<file path="src/rtl/jc_chain_sequencer_if.sv">
// -----------------------------------------------------------------------------
// jc_chain_sequencer_if
//
// Control/status bundle between the lab control logic (master) and the
// Johnson-chain run/stop sequencer (slave).
//
// Parameters:
//   NSTAGE  number of cascaded 4-bit Johnson stages (1..4)
//   PRE_W   prescaler divide field width
//   CNT_W   chain-cycle counter width
//
// Signals (direction seen from the sequencer):
//   start     in   start / resume request
//   stop      in   pause / abort request
//   step      in   single tick while paused (only when SEQ_STEP_EN is defined)
//   pre_div   in   tick period minus 1, read live
//   n_cycles  in   chain cycles to run, 0 = free-run
//   Q         out  chain state, stage k in Q[4k+3:4k]
//   tick      out  stage-0 count enable for the current cycle
//   cyc_ev    out  last-stage carry for the current cycle
//   cycles    out  completed chain cycles
//   busy      out  sequencer in RUN or HOLD
//   done      out  sequencer in DONE
//
// Build option: SEQ_STEP_EN adds the step signal.
// -----------------------------------------------------------------------------
interface jc_chain_sequencer_if #(
  parameter int NSTAGE = 2,
  parameter int PRE_W  = 8,
  parameter int CNT_W  = 8
);
  logic                start;
  logic                stop;
`ifdef SEQ_STEP_EN
  logic                step;
`endif
  logic [PRE_W-1:0]    pre_div;
  logic [CNT_W-1:0]    n_cycles;
  logic [4*NSTAGE-1:0] Q;
  logic                tick;
  logic                cyc_ev;
  logic [CNT_W-1:0]    cycles;
  logic                busy;
  logic                done;

  modport master (
    output start, stop,
`ifdef SEQ_STEP_EN
    output step,
`endif
    output pre_div, n_cycles,
    input  Q, tick, cyc_ev, cycles, busy, done
  );

  modport slave (
    input  start, stop,
`ifdef SEQ_STEP_EN
    input  step,
`endif
    input  pre_div, n_cycles,
    output Q, tick, cyc_ev, cycles, busy, done
  );
endinterface

</file>
<file path="src/rtl/jc_chain_sequencer.sv">
// -----------------------------------------------------------------------------
// jc_chain_sequencer
//
// Run/stop controller for a cascade of NSTAGE 4-bit Johnson counter stages.
// A programmable prescaler produces the stage-0 enable; each later stage is
// enabled by the carry of the stage before it. Completed chain cycles are
// counted and the sequencer stops after n_cycles of them (0 = free-run).
//
// Ports:
//   clk   clock, all state changes on the rising edge
//   clr   asynchronous active-high reset
//   bus   jc_chain_sequencer_if.slave (start/stop/step/pre_div/n_cycles in,
//         Q/tick/cyc_ev/cycles/busy/done out)
//
// Build option: SEQ_STEP_EN -- when defined, a step pulse in HOLD advances the
// chain by one tick; when undefined there is no step input and HOLD never
// ticks.
// -----------------------------------------------------------------------------
module jc_chain_sequencer #(
  parameter int NSTAGE = 2,
  parameter int PRE_W  = 8,
  parameter int CNT_W  = 8
) (
  input  logic                clk,
  input  logic                clr,
  jc_chain_sequencer_if.slave bus
);

  localparam int QW = 4 * NSTAGE;

  typedef enum logic [1:0] {
    IDLE = 2'd0,
    RUN  = 2'd1,
    HOLD = 2'd2,
    DONE = 2'd3
  } state_t;

  state_t           state, state_nxt;
  logic [QW-1:0]    q, q_nxt, q_adv;
  logic [PRE_W-1:0] pre_cnt, pre_nxt;
  logic [CNT_W-1:0] cycles, cycles_nxt, cycles_inc;
  logic             tick_en;
  logic             cyc_hit;
  logic             step_req;
  logic             start_req;

  function automatic logic [3:0] johnson_next(input logic [3:0] s);
    return {s[2:0], ~s[3]};
  endfunction

  // stop outranks start, and both outrank step.
  assign start_req = bus.start & ~bus.stop;

`ifdef SEQ_STEP_EN
  assign step_req = bus.step & ~bus.stop & ~bus.start;
`else
  assign step_req = 1'b0;
`endif

  assign cycles_inc = cycles + 1'b1;

  // ---------------------------------------------------------------------------
  // Stage-0 enable. A stop in RUN freezes everything on that same edge, so it
  // also suppresses the tick. The >= compare lets a live lowering of pre_div
  // below the running count fire immediately instead of waiting for a wrap.
  // ---------------------------------------------------------------------------
  always_comb begin
    tick_en = 1'b0;
    unique case (state)
      RUN:     tick_en = ~bus.stop & (pre_cnt >= bus.pre_div);
      HOLD:    tick_en = step_req;
      default: tick_en = 1'b0;
    endcase
  end

  // ---------------------------------------------------------------------------
  // Carry ripple through the stages. ce_run starts as the stage-0 enable and
  // is ANDed with each stage's terminal state on the way up, so after the
  // last stage it is the chain-cycle event.
  // ---------------------------------------------------------------------------
  always_comb begin
    logic ce_run;
    q_adv  = q;
    ce_run = tick_en;
    for (int k = 0; k < NSTAGE; k++) begin
      if (ce_run) q_adv[4*k +: 4] = johnson_next(q[4*k +: 4]);
      ce_run = ce_run & (q[4*k +: 4] == 4'hF);
    end
    cyc_hit = ce_run;
  end

  // ---------------------------------------------------------------------------
  // Next-state and datapath update.
  // ---------------------------------------------------------------------------
  // NOTE: every variable is given its hold value first so that no path through
  // the case statement leaves one unassigned, which would infer a latch.
  always_comb begin
    state_nxt  = state;
    q_nxt      = q;
    pre_nxt    = pre_cnt;
    cycles_nxt = cycles;

    unique case (state)
      IDLE: begin
        if (start_req) begin
          state_nxt  = RUN;
          q_nxt      = '0;
          pre_nxt    = '0;
          cycles_nxt = '0;
        end
      end

      RUN: begin
        if (bus.stop) state_nxt = HOLD;
        else          pre_nxt   = tick_en ? '0 : pre_cnt + 1'b1;
      end

      HOLD: begin
        if (bus.stop) begin
          state_nxt = IDLE;
        end else if (bus.start) begin
          state_nxt = RUN;
          pre_nxt   = '0;
        end
      end

      DONE: begin
        if (bus.stop) begin
          state_nxt = IDLE;
        end else if (bus.start) begin
          state_nxt  = RUN;
          q_nxt      = '0;
          pre_nxt    = '0;
          cycles_nxt = '0;
        end
      end

      default: state_nxt = IDLE;
    endcase

    // Ticks only happen in RUN without stop or in HOLD with a lone step; in
    // both cases the case above left state unchanged, so the chain advance and
    // the cycle bookkeeping can be layered on top.
    if (tick_en) q_nxt = q_adv;

    if (cyc_hit) begin
      cycles_nxt = cycles_inc;
      if ((bus.n_cycles != '0) && (cycles_inc == bus.n_cycles)) state_nxt = DONE;
    end
  end

  // NOTE: state registers use non-blocking assignments so every flop samples
  // the pre-edge values regardless of statement order.
  always_ff @(posedge clk or posedge clr) begin
    if (clr) begin
      state   <= IDLE;
      q       <= '0;
      pre_cnt <= '0;
      cycles  <= '0;
    end else begin
      state   <= state_nxt;
      q       <= q_nxt;
      pre_cnt <= pre_nxt;
      cycles  <= cycles_nxt;
    end
  end

  assign bus.Q      = q;
  assign bus.tick   = tick_en;
  assign bus.cyc_ev = cyc_hit;
  assign bus.cycles = cycles;
  assign bus.busy   = (state == RUN) || (state == HOLD);
  assign bus.done   = (state == DONE);

  // ---------------------------------------------------------------------------
  // Invariants: ticks only while running or single-stepping, and every stage
  // always holds one of the eight legal Johnson codes.
  // ---------------------------------------------------------------------------
  function automatic logic is_johnson(input logic [3:0] s);
    return s inside {4'h0, 4'h1, 4'h3, 4'h7, 4'hF, 4'hE, 4'hC, 4'h8};
  endfunction

  a_tick_state: assert property (@(posedge clk) disable iff (clr)
    tick_en |-> ((state == RUN) || (state == HOLD)));

  for (genvar g = 0; g < NSTAGE; g++) begin : g_legal
    a_legal_code: assert property (@(posedge clk) disable iff (clr)
      is_johnson(q[4*g +: 4]));
  end

endmodule

</file>
<file path="src/flat_wrapper.sv">
// flat-port wrapper written by rule: the top's interface ports become plain ports
module jc_chain_sequencer_flat 
#(
  parameter int NSTAGE = 2,
  parameter int PRE_W  = 8,
  parameter int CNT_W  = 8
)
  (clk, clr, bus_start, bus_stop, bus_pre_div, bus_n_cycles, bus_Q, bus_tick, bus_cyc_ev, bus_cycles, bus_busy, bus_done);
  jc_chain_sequencer_if #(.NSTAGE(NSTAGE), .PRE_W(PRE_W), .CNT_W(CNT_W)) bus_i ();
  input  logic clk;
  input  logic clr;
  input wire logic [$bits(bus_i.start)-1:0] bus_start;
  input wire logic [$bits(bus_i.stop)-1:0] bus_stop;
  input wire logic [$bits(bus_i.pre_div)-1:0] bus_pre_div;
  input wire logic [$bits(bus_i.n_cycles)-1:0] bus_n_cycles;
  output wire logic [$bits(bus_i.Q)-1:0] bus_Q;
  output wire logic [$bits(bus_i.tick)-1:0] bus_tick;
  output wire logic [$bits(bus_i.cyc_ev)-1:0] bus_cyc_ev;
  output wire logic [$bits(bus_i.cycles)-1:0] bus_cycles;
  output wire logic [$bits(bus_i.busy)-1:0] bus_busy;
  output wire logic [$bits(bus_i.done)-1:0] bus_done;
  assign bus_i.start = bus_start;
  assign bus_i.stop = bus_stop;
  assign bus_i.pre_div = bus_pre_div;
  assign bus_i.n_cycles = bus_n_cycles;
  assign bus_Q = bus_i.Q;
  assign bus_tick = bus_i.tick;
  assign bus_cyc_ev = bus_i.cyc_ev;
  assign bus_cycles = bus_i.cycles;
  assign bus_busy = bus_i.busy;
  assign bus_done = bus_i.done;
  jc_chain_sequencer #(.NSTAGE(NSTAGE), .PRE_W(PRE_W), .CNT_W(CNT_W)) u_core (.clk(clk), .clr(clr), .bus(bus_i));
endmodule
</file>
<file path="config.mk">
export PLATFORM = sky130hd
export DESIGN_NAME = jc_chain_sequencer_flat
export DESIGN_NICKNAME = d
export VERILOG_FILES = /design/src/rtl/jc_chain_sequencer_if.sv /design/src/rtl/jc_chain_sequencer.sv /design/src/flat_wrapper.sv
export SDC_FILE = /design/constraint.sdc
export NUM_CORES = 1
export LEC_CHECK = 0
export BUFFER_PORTS_ARGS = -buffer_cell sky130_fd_sc_hd__buf_2
export CELL_PAD_IN_SITES_DETAIL_PLACEMENT = 0
export CELL_PAD_IN_SITES_GLOBAL_PLACEMENT = 1
export CORE_UTILIZATION = 44
export CTS_CLUSTER_SIZE = 28
export DETAILED_ROUTE_END_ITERATION = 7
export GPL_ROUTABILITY_DRIVEN = 0
export MAX_ROUTING_LAYER = met4
export PLACE_DENSITY = 0.84
export SLEW_MARGIN = 0
export SYNTH_ARGS = -nofsm -noshare
export SYNTH_HDL_FRONTEND = slang
export SYNTH_SLANG_ARGS = --single-unit
export TNS_END_PERCENT = 100
</file>
<file path="constraint.sdc">
create_clock -name clk -period 2.85 [get_ports clk]
set_input_delay 0.57 -clock clk [delete_from_list [all_inputs] [get_ports clk]]
set_output_delay 0.57 -clock clk [all_outputs]
set_load 0.03 [all_outputs]
</file>
==> impl_metrics.xml <==
<?xml version="1.0" encoding="UTF-8"?>
<metrics>
  <group name="run_status">
    <metric name="result_of_the_run" unit="">finished, final reports clean</metric>
  </group>
  <group name="finish">
    <metric name="final_layout_size_suffix_gt1_share" unit="%">23.8</metric>
    <metric name="antennaDiodeCount" unit="">0</metric>
    <metric name="n_fill_cell" unit="">392</metric>
    <metric name="area.growth.synth_to_final" unit="%">18.5</metric>
    <metric name="post_layout_instance_area" unit="sq um">2200</metric>
    <metric name="nNetsFinal" unit="">280</metric>
  </group>
  <group name="critical_path">
    <metric name="cp.buffers_inverters" unit="">2</metric>
    <metric name="critical_path_arrival" unit="ps">2130</metric>
    <metric name="critPathMaxStageDelay" unit="ps">400</metric>
    <metric name="critical_path_required" unit="ps">2280</metric>
    <metric name="critical_path_peak_fanout" unit="">5</metric>
    <metric name="timing.critical_path.from_type" unit="">flip-flop</metric>
    <metric name="kind_of_critical_path" unit="">reg2out</metric>
    <metric name="worst_path_dominant_cell_family" unit="">compound AO/OA/AOI/OAI gates</metric>
    <metric name="timing.critical_path.cells" unit="">inv_1 &gt; ha_1 &gt; nand2b_1 &gt; a2111oi_4 &gt; o31a_2 &gt; nor2_1 &gt; buf_2</metric>
    <metric name="critical_path.endpoint_type" unit="">primary output</metric>
    <metric name="slowest_stage" unit="">sky130_fd_sc_hd__dfrtp_1</metric>
  </group>
  <group name="global_routing">
    <metric name="antenna_found_initial" unit="">0</metric>
    <metric name="grt_busiest_layer" unit="">met1</metric>
    <metric name="gr-usage-met1" unit="%">29.1</metric>
    <metric name="grt_remaining_overflow" unit="">0</metric>
    <metric name="global_route.usage.met3" unit="%">3.77</metric>
    <metric name="grt.met2_usage" unit="%">26.8</metric>
    <metric name="grt_usage" unit="%">19.3</metric>
    <metric name="grt_start_max_net_pins" unit="">27</metric>
    <metric name="number_of_global_route_vias_before_repair" unit="">1354</metric>
    <metric name="grt_first_pass_wirelength" unit="microns">6440</metric>
  </group>
  <group name="yosys">
    <metric name="ys_dominant_reg_cell" unit="">sky130_fd_sc_hd__dfrtp_1</metric>
    <metric name="yosys_warnings" unit="">0</metric>
    <metric name="synthesis.area" unit="sq um">1860</metric>
    <metric name="synth_sequential_area_ratio" unit="%">35.1</metric>
    <metric name="ys_async_sr_fraction" unit="%">100</metric>
    <metric name="syn-num-nets" unit="">236</metric>
    <metric name="synth_edf_count" unit="">0</metric>
    <metric name="synth-seq-cells" unit="">26</metric>
    <metric name="syn_area_per_cell" unit="sq um">9.23</metric>
    <metric name="unique_masters_post_synth" unit="">45</metric>
    <metric name="syn-instance-count" unit="">201</metric>
  </group>
  <group name="job">
    <metric name="timing.max_cap.violations" unit="">0</metric>
  </group>
  <group name="sta">
    <metric name="maxSlewHeadroom" unit="%">50.4</metric>
    <metric name="min_period" unit="ps">2700</metric>
    <metric name="clock-skew-final" unit="ps">9.02</metric>
    <metric name="worstMarginPinSlew" unit="ps">739</metric>
    <metric name="part_of_the_cycle_the_worst_path_needs" unit="%">94.9</metric>
    <metric name="hold_viol" unit="">0</metric>
    <metric name="max_clock_freq" unit="GHz">0.370</metric>
    <metric name="finalHoldWorstSlack" unit="ps">328</metric>
    <metric name="report.final.slew_viol_count" unit="">0</metric>
    <metric name="setup_tns" unit="ps">0</metric>
    <metric name="unrepaired_setup_endpoints_after_global_routing" unit="">false</metric>
    <metric name="fin_ws" unit="ps">145</metric>
    <metric name="setup_viol" unit="">0</metric>
  </group>
  <group name="clock_tree">
    <metric name="clkLatencyLatePin" unit="ps">280</metric>
    <metric name="cts_post_setup_buffers_inserted" unit="">0</metric>
    <metric name="cts-root-to-sink-buffers" unit="">2</metric>
    <metric name="cts_resized" unit="">0</metric>
    <metric name="number_of_buffers_added_by_the_clock_tree_synthesis_step" unit="">3</metric>
    <metric name="postCtsHoldBufs" unit="">0</metric>
    <metric name="clockRootBuffer" unit="">sky130_fd_sc_hd__clkbuf_8</metric>
    <metric name="clock_h_tree_levels" unit="">1</metric>
    <metric name="clock-sinks" unit="">26</metric>
    <metric name="clk_pin_slew" unit="ps">100</metric>
    <metric name="tritoncts" unit="">yes</metric>
  </group>
  <group name="floorplan">
    <metric name="core_region_area" unit="sq um">4030</metric>
    <metric name="die_area" unit="sq um">4480</metric>
    <metric name="initial_cell_density_of_the_core" unit="%">46.1</metric>
    <metric name="die_height" unit="microns">66.9</metric>
    <metric name="die_w" unit="microns">66.9</metric>
    <metric name="pin_count" unit="">40</metric>
    <metric name="core.rowCount" unit="">23</metric>
  </group>
  <group name="routing">
    <metric name="detailedRoute.firstIterationViolations" unit="">126</metric>
    <metric name="wl_per_cell" unit="microns">13.5</metric>
    <metric name="routed_antenna_nets" unit="">0</metric>
    <metric name="drt-total-wl" unit="microns">3970</metric>
    <metric name="num_vias" unit="">1602</metric>
    <metric name="drc_errors" unit="">0</metric>
    <metric name="drt_pass1_iterations" unit="">4</metric>
    <metric name="post_drt_via_cell_ratio" unit="">5.45</metric>
  </group>
  <group name="placed_design">
    <metric name="dp_hpwl" unit="microns">3100</metric>
    <metric name="place_area" unit="sq um">2120</metric>
    <metric name="place_worst_setup_slack" unit="ps">137</metric>
    <metric name="port-buffer-count" unit="">39</metric>
  </group>
  <group name="pwr">
    <metric name="p_total" unit="mW">1.18</metric>
    <metric name="power.static_leakage" unit="nW">1.07</metric>
    <metric name="peakVddDrop" unit="mV">0.571</metric>
    <metric name="p_per_area" unit="nW/um^2">535</metric>
  </group>
  <group name="min_path">
    <metric name="min-delay-path-class" unit="">in2async</metric>
  </group>
</metrics>
## synth_stat cells, types with 3 or more instances
library cell | n | area (sq um)
sky130_fd_sc_hd__nand4_1 | 7 | 43.8
sky130_fd_sc_hd__nand2_1 | 17 | 63.8
sky130_fd_sc_hd__o21ai_1 | 12 | 60.1
sky130_fd_sc_hd__buf_2 | 3 | 15.0
sky130_fd_sc_hd__nand3_1 | 8 | 40.0
sky130_fd_sc_hd__nand2b_1 | 7 | 43.8
sky130_fd_sc_hd__a21oi_1 | 10 | 50.1
sky130_fd_sc_hd__ha_1 | 15 | 188
sky130_fd_sc_hd__a211oi_1 | 4 | 30.0
sky130_fd_sc_hd__nor3_1 | 4 | 20.0
sky130_fd_sc_hd__nor4_1 | 3 | 18.8
sky130_fd_sc_hd__nor2_1 | 9 | 33.8
sky130_fd_sc_hd__inv_1 | 13 | 48.8
sky130_fd_sc_hd__xnor2_1 | 10 | 87.6
sky130_fd_sc_hd__xor2_1 | 9 | 78.8
sky130_fd_sc_hd__dfrtp_1 | 26 | 651
sky130_fd_sc_hd__o2bb2ai_1 | 5 | 43.8
sky130_fd_sc_hd__and3_1 | 3 | 18.8
sky130_fd_sc_hd__a21o_1 | 5 | 37.5
## per-stage QoR
| step | utilization [%] | instances |
|---|---|---|
| after floorplan | - | 201 |
| after global placement | 52.6 | 290 |
| after detailed placement | 52.6 | 290 |
| after CTS | 54.4 | 294 |
| after global routing | 54.6 | 294 |
| final | 54.6 | 294 |
## registers in the layout, summed over array words and instances, names as in the netlist
| signal | cells |
|---|---|
| u_core.pre_cnt | 8 |
| u_core.bus.cycles | 8 |
| u_core.bus.Q | 8 |
| u_core.state | 2 |
## worst paths after layout
path / from / endpoint / slack, ps / depth (start not counted)
min reg2reg: u_core.bus.Q[3] / u_core.bus.Q[0] / 520 / 1
max: u_core.pre_cnt[0] / bus_cyc_ev / 150 / 7
max reg2reg: u_core.pre_cnt[0] / u_core.bus.cycles[0] / 610 / 8
min: clr / u_core.bus.Q[5] / 330 / 3
min in group clk: u_core.bus.Q[3] / u_core.bus.Q[0] / 520 / 1
max in group asynchronous: clr / u_core.bus.cycles[7] / 2270 / 3
## per-layer routing
layer,routed length (microns),vias up,share of wire [%]
met5,0,-,0
met4,12,0,0.30
met3,138,2,3.5
met2,1730,33,44
met1,2090,753,53
li1,-,814,-
## where the power goes
part / internal, mW / switching, mW / total [mW]
Combinational: 0.168 / 0.286 / 0.454
Sequential: 0.389 / 0.0217 / 0.410
Clock: 0.188 / 0.124 / 0.312
Total: 0.745 / 0.432 / 1.18
## cells by family after synthesis
family / synth area share (%)
simple gates: 18.2
compound gates: 21.5
flops: 35.1
xor+xnor: 8.97
buf+inv: 3.84
fa+ha+maj: 10.1
mux: 2.29
## area by class of cell
cell class,instances,area [sq um],share of cell area (%)
Clock buffer,3,41.3,1.88
Clock inverter,1,30.0,1.37
Inverter,13,48.8,2.22
Multi-Input combinational cell,158,1140,51.8
Sequential cell,26,651,29.6
Tap cell,50,62.6,2.85
Timing Repair Buffer,43,225,10.2
## tightest hold or removal path: cells and delay by family
kind                   cells  cell delay (ps)
buffers and inverters      3              450
## placed cells by master (no fill, tap or decap), types with 3 or more instances in the layout
master / n
sky130_fd_sc_hd__nand2_1: 17
sky130_fd_sc_hd__xor2_1: 9
sky130_fd_sc_hd__a211oi_1: 4
sky130_fd_sc_hd__a21o_1: 5
sky130_fd_sc_hd__nor4_1: 3
sky130_fd_sc_hd__nand4_1: 7
sky130_fd_sc_hd__clkbuf_8: 3
sky130_fd_sc_hd__nor3_1: 4
sky130_fd_sc_hd__buf_2: 39
sky130_fd_sc_hd__a21oi_1: 10
sky130_fd_sc_hd__buf_4: 4
sky130_fd_sc_hd__ha_1: 15
sky130_fd_sc_hd__inv_1: 13
sky130_fd_sc_hd__o2bb2ai_1: 5
sky130_fd_sc_hd__nor2_1: 9
sky130_fd_sc_hd__o21ai_1: 12
sky130_fd_sc_hd__nand2b_1: 7
sky130_fd_sc_hd__and3_1: 3
sky130_fd_sc_hd__dfrtp_1: 26
sky130_fd_sc_hd__xnor2_1: 10
sky130_fd_sc_hd__nand3_1: 8
Power figures use the tool's default switching activity.
